File: config.mk
export PLATFORM = sky130hd
export DESIGN_NAME = pc_sequencer
export DESIGN_NICKNAME = d
export VERILOG_FILES = /design/src/rtl/pc_sequencer.sv
export SDC_FILE = /design/constraint.sdc
export NUM_CORES = 1
export LEC_CHECK = 0
export ABC_CLOCK_PERIOD_IN_PS = 9300
export CAP_MARGIN = 20
export CORE_MARGIN = 2
export CORE_UTILIZATION = 60
export DETAILED_ROUTE_END_ITERATION = 8
export DONT_BUFFER_PORTS = 1
export PLACE_DENSITY = 0.84
export RECOVER_POWER = 50
export SYNTH_ARGS = -nofsm -noshare
export SYNTH_HDL_FRONTEND = slang
export SYNTH_SLANG_ARGS = --single-unit
File: constraint.sdc
create_clock -name clk -period 9.3 [get_ports clk]
set_clock_uncertainty 0.2 [all_clocks]
set_input_delay 1.395 -clock clk [delete_from_list [all_inputs] [get_ports clk]]
set_output_delay 1.395 -clock clk [all_outputs]
set_load 0.02 [all_outputs]
File: src/rtl/pc_sequencer.sv
// Fetch-stage program counter with increment, branch, call/return and a circular return-address stack.
// Define PC_ALIGN_CHECK_EN to force aligned targets and report misaligned ones on align_err.
module pc_sequencer #(
    parameter int                ADDR_W      = 32,
    parameter logic [ADDR_W-1:0] RESET_VEC   = '0,
    parameter int                INSTR_BYTES = 4,
    parameter int                RAS_DEPTH   = 4
) (
    input  logic                           clk,
    input  logic                           reset,
    input  logic                           write_en,
    input  logic                           load,
    input  logic                           call,
    input  logic                           ret,
    input  logic [ADDR_W-1:0]              new_pc,
    output logic [ADDR_W-1:0]              pc_address,
    output logic [$clog2(RAS_DEPTH+1)-1:0] ras_count,
    output logic                           ras_overflow,
    output logic                           ras_underflow,
    output logic                           align_err
);

    localparam int                CNT_W = $clog2(RAS_DEPTH + 1);
    localparam int                PTR_W = $clog2(RAS_DEPTH);
    localparam logic [ADDR_W-1:0] STEP  = ADDR_W'(INSTR_BYTES);

    logic [ADDR_W-1:0] stack_mem [RAS_DEPTH];
    logic [PTR_W-1:0]  sp;
    logic [PTR_W-1:0]  top_ptr;
    logic [PTR_W-1:0]  push_idx;
    logic              push_en;
    logic [ADDR_W-1:0] ret_addr;
    logic [ADDR_W-1:0] top_entry;
    logic [ADDR_W-1:0] target;
    logic              empty;
    logic              full;

    assign ret_addr  = pc_address + STEP;
    assign top_ptr   = sp - PTR_W'(1);
    assign top_entry = stack_mem[top_ptr];
    assign empty     = (ras_count == '0);
    assign full      = (ras_count == CNT_W'(RAS_DEPTH));

`ifdef PC_ALIGN_CHECK_EN
    localparam logic [ADDR_W-1:0] LOW_MASK = ADDR_W'(INSTR_BYTES - 1);

    function automatic logic is_misaligned(input logic [ADDR_W-1:0] addr);
        return (addr & LOW_MASK) != '0;
    endfunction

    function automatic logic [ADDR_W-1:0] align_target(input logic [ADDR_W-1:0] addr);
        return addr & ~LOW_MASK;
    endfunction

    logic takes_target;
    logic align_err_r;

    assign target       = align_target(new_pc);
    // load only counts when neither call nor ret overrides it
    assign takes_target = call | (ret & empty) | (load & ~ret);

    always_ff @(posedge clk) begin
        if (reset) begin
            align_err_r <= 1'b0;
        end else if (write_en && takes_target && is_misaligned(new_pc)) begin
            align_err_r <= 1'b1;
        end
    end

    assign align_err = align_err_r;
`else
    assign target    = new_pc;
    assign align_err = 1'b0;
`endif

    // A tail-call on a non-empty stack rewrites the top entry instead of pushing.
    always_comb begin
        push_en  = 1'b0;
        push_idx = sp;
        if (write_en && !reset && call) begin
            push_en = 1'b1;
            if (ret && !empty) begin
                push_idx = top_ptr;
            end
        end
    end

    always_ff @(posedge clk) begin
        if (push_en) begin
            stack_mem[push_idx] <= ret_addr;
        end
    end

    always_ff @(posedge clk) begin
        if (reset) begin
            pc_address    <= RESET_VEC;
            sp            <= '0;
            ras_count     <= '0;
            ras_overflow  <= 1'b0;
            ras_underflow <= 1'b0;
        end else if (write_en) begin
            if (call && ret) begin
                pc_address <= target;
                if (empty) begin
                    sp        <= sp + PTR_W'(1);
                    ras_count <= CNT_W'(1);
                end
            end else if (ret) begin
                if (empty) begin
                    pc_address    <= target;
                    ras_underflow <= 1'b1;
                end else begin
                    pc_address <= top_entry;
                    sp         <= top_ptr;
                    ras_count  <= ras_count - CNT_W'(1);
                end
            end else if (call) begin
                pc_address <= target;
                sp         <= sp + PTR_W'(1);
                // when full, sp already points at the oldest entry, so the push overwrites it
                if (full) begin
                    ras_overflow <= 1'b1;
                end else begin
                    ras_count <= ras_count + CNT_W'(1);
                end
            end else if (load) begin
                pc_address <= target;
            end else begin
                pc_address <= ret_addr;
            end
        end
    end

endmodule

==> impl_metrics.json <==
{
  "io_buffer_count": 0,
  "worst_slew_pin_slew_ns": 3.15,
  "max_slew_margin_pct": -110,
  "post_cts_resized": 0,
  "synth_ff_type": "edfxtp_1",
  "hold_start": "ras_underflow",
  "hold_class": "register to register",
  "drcViolationCount": 0,
  "track_usage_pct": 30.7,
  "slew_violations": 38,
  "drt_first_pass_iters": 6,
  "fillers": 933,
  "fin_crit_sh_pct": 49.2,
  "grt-ovfl-total": 0,
  "area_growth_pct": 9.06,
  "fin_crit_ns": 4.57,
  "cts_setup_buffers": 0,
  "ir_worst_vdd_mv": 0.119,
  "cts_sinks": 167,
  "grt_pass1_wl_um": 31800,
  "start_kind": "register",
  "cts-root-buf": "clkbuf_16",
  "syn_nets": 644,
  "cap_violations": 1,
  "async_flop_share_pct": 0,
  "ys.warnings.count": 0,
  "yosysSeqAreaShare_pct": 59.6,
  "placementRows": 41,
  "status": "finished with violations",
  "netlist_area_um2": 7760,
  "io_pins": 76,
  "leakagePower_nw": 2.71,
  "holdBufCountCts": 0,
  "rsz0062_at_grt": "no",
  "drtIter0Drc": 845,
  "placed_area_um2": 7900,
  "grt_pass1_vias": 5504,
  "die_w_um": 118,
  "grt_max_degree": 38,
  "antenna_found_initial": 0,
  "ant_nets": 0,
  "fin_area_um2": 8460,
  "critical_path.max_fanout": 37,
  "dp_hpwl_um": 13600,
  "cts_buffers": 17,
  "crit_path_start": "sp[0]",
  "dieArea_um2": 13900,
  "cp.arrival_ns": 4.42,
  "r2r-start": "sp[0]",
  "crit_required_ns": 9.15,
  "finalWirelength_um": 20400,
  "synth_edf_count": 128,
  "fmax_mhz": 219,
  "synth_top_cell_by_area": "edfxtp_1",
  "n_antenna_cell": 0,
  "endpoint_kind": "register",
  "synthTopCellsByCount": "edfxtp_1, nand2_1, nor2_1, dfxtp_1, o21ai_0",
  "synth_cell_types": 64,
  "cts_tree": "yes",
  "fin_tns_setup_ns": 0,
  "criticalPathCategory": "register to register",
  "postSynthCellCount": 604,
  "hold_viol_final": 0,
  "syn_avg_cell_area_um2": 12.8,
  "drive_above_1_share_pct": 14.3,
  "setup_viol": 0,
  "violations": "capacitance limit, slew limit",
  "clk_path_buf_depth": 2,
  "synth_top_area_share_pct": 49.5,
  "power_density_nw_per_um2": 207,
  "initial_core_util_pct": 61.5,
  "total_power_mw": 1.75,
  "via_per_inst": 7.10,
  "h-tree-depth": 4,
  "setup_slack_ns": 4.73,
  "fp.dieH_um": 118,
  "insertion_delay_ns": 0.43,
  "synth.most_common_cell": "edfxtp_1",
  "fin_nets": 634,
  "vias": 5533,
  "dp_slack_ns": 5.50,
  "ys_top_cells_by_area": "edfxtp_1, dfxtp_1, mux4_2, o21ai_0, nand2_1",
  "gp_congestion": 0.937,
  "wl_per_cell_um": 26.2,
  "coreArea_um2": 12600,
  "clkSlewWorstSetupHoldPaths_ns": 0.06,
  "synth_seq_cells": 167
}
## cell families (layout without fill, tap and decap cells)
family	after synthesis	in the layout	share of synthesized area (%)
buf+inv	56	59	3.08
fa+ha+maj	2	2	0.419
simple gates	173	173	11.2
flops	167	167	59.6
compound gates	134	134	11.7
other cells	1	1	0.0483
xor+xnor	28	28	3.16
mux	43	43	10.7
## registers in the layout (all words and copies together), names as in the netlist
register       count
stack_mem        128
ras_count          3
ras_underflow      1
ras_overflow       1
pc_address        32
sp                 2
## layout by cell type (no fill, tap or decap), types with 7 or more instances in the layout
cell type	instances
clkbuf_16	17
xor2_1	11
dfxtp_1	38
nand4_1	12
o22ai_1	16
nor2_1	38
and4_1	7
mux2i_1	10
o21ai_0	36
nor4_1	7
edfxtp_1	128
buf_4	11
a21oi_1	21
inv_1	11
and3_1	7
nor3_1	19
nand2_1	44
xnor2_1	17
mux4_2	32
nand3_1	10
or2_2	7
## path summary, 6_finish.rpt
path / slack (ns) / end / cells after the start
worst min-delay path: 0.39 / ras_underflow / 2
worst max register to register: 4.73 / stack_mem[1][24] / 4
worst max-delay path: 4.73 / stack_mem[1][24] / 4
worst min register to register: 0.39 / ras_underflow / 2
## where the power goes
part,internal (mW),switching [mW],total [mW]
Sequential,0.838,0.0526,0.891
Clock,0.391,0.286,0.677
Combinational,0.0783,0.109,0.187
## worst max-delay path: stages (launching register included)
cell      delay [ns]
dfxtp_2         0.31
clkbuf_1        2.20
and2_1          0.45
mux2i_1         0.16
nor2_4          0.84
## per-layer routing
metal  wire length (um)  GRT usage (%)  up-vias
met1               7490           40.1     2718
met5                  0              0        -
li1                   -              -     2343
met2               9650           47.8      398
met4                820           13.9        0
met3               2470           9.35       74
## final cells by class
| class | count | area [um2] | share of cell area [%] |
|---|---|---|---|
| Sequential cell | 167 | 4630 | 54.7 |
| Multi-Input combinational cell | 381 | 2910 | 34.4 |
| Clock buffer | 18 | 429 | 5.07 |
| Tap cell | 172 | 215 | 2.54 |
| Clock inverter | 14 | 135 | 1.60 |
| Timing Repair Buffer | 14 | 95.1 | 1.12 |
| Inverter | 13 | 48.8 | 0.577 |
## metrics by stage
| step | util, % | hold slack [ns] | instances |
|---|---|---|---|
| 2_1_floorplan | - | 0.284 | 604 |
| 6_report | 67.0 | 0.389 | 779 |
| 3_3_place_gp | 62.6 | 0.369 | 745 |
| 5_1_grt | 67.0 | 0.419 | 779 |
| 3_5_place_dp | 62.6 | 0.381 | 745 |
| 4_1_cts | 67.1 | 0.392 | 777 |
(Power assumes the default switching activity.)
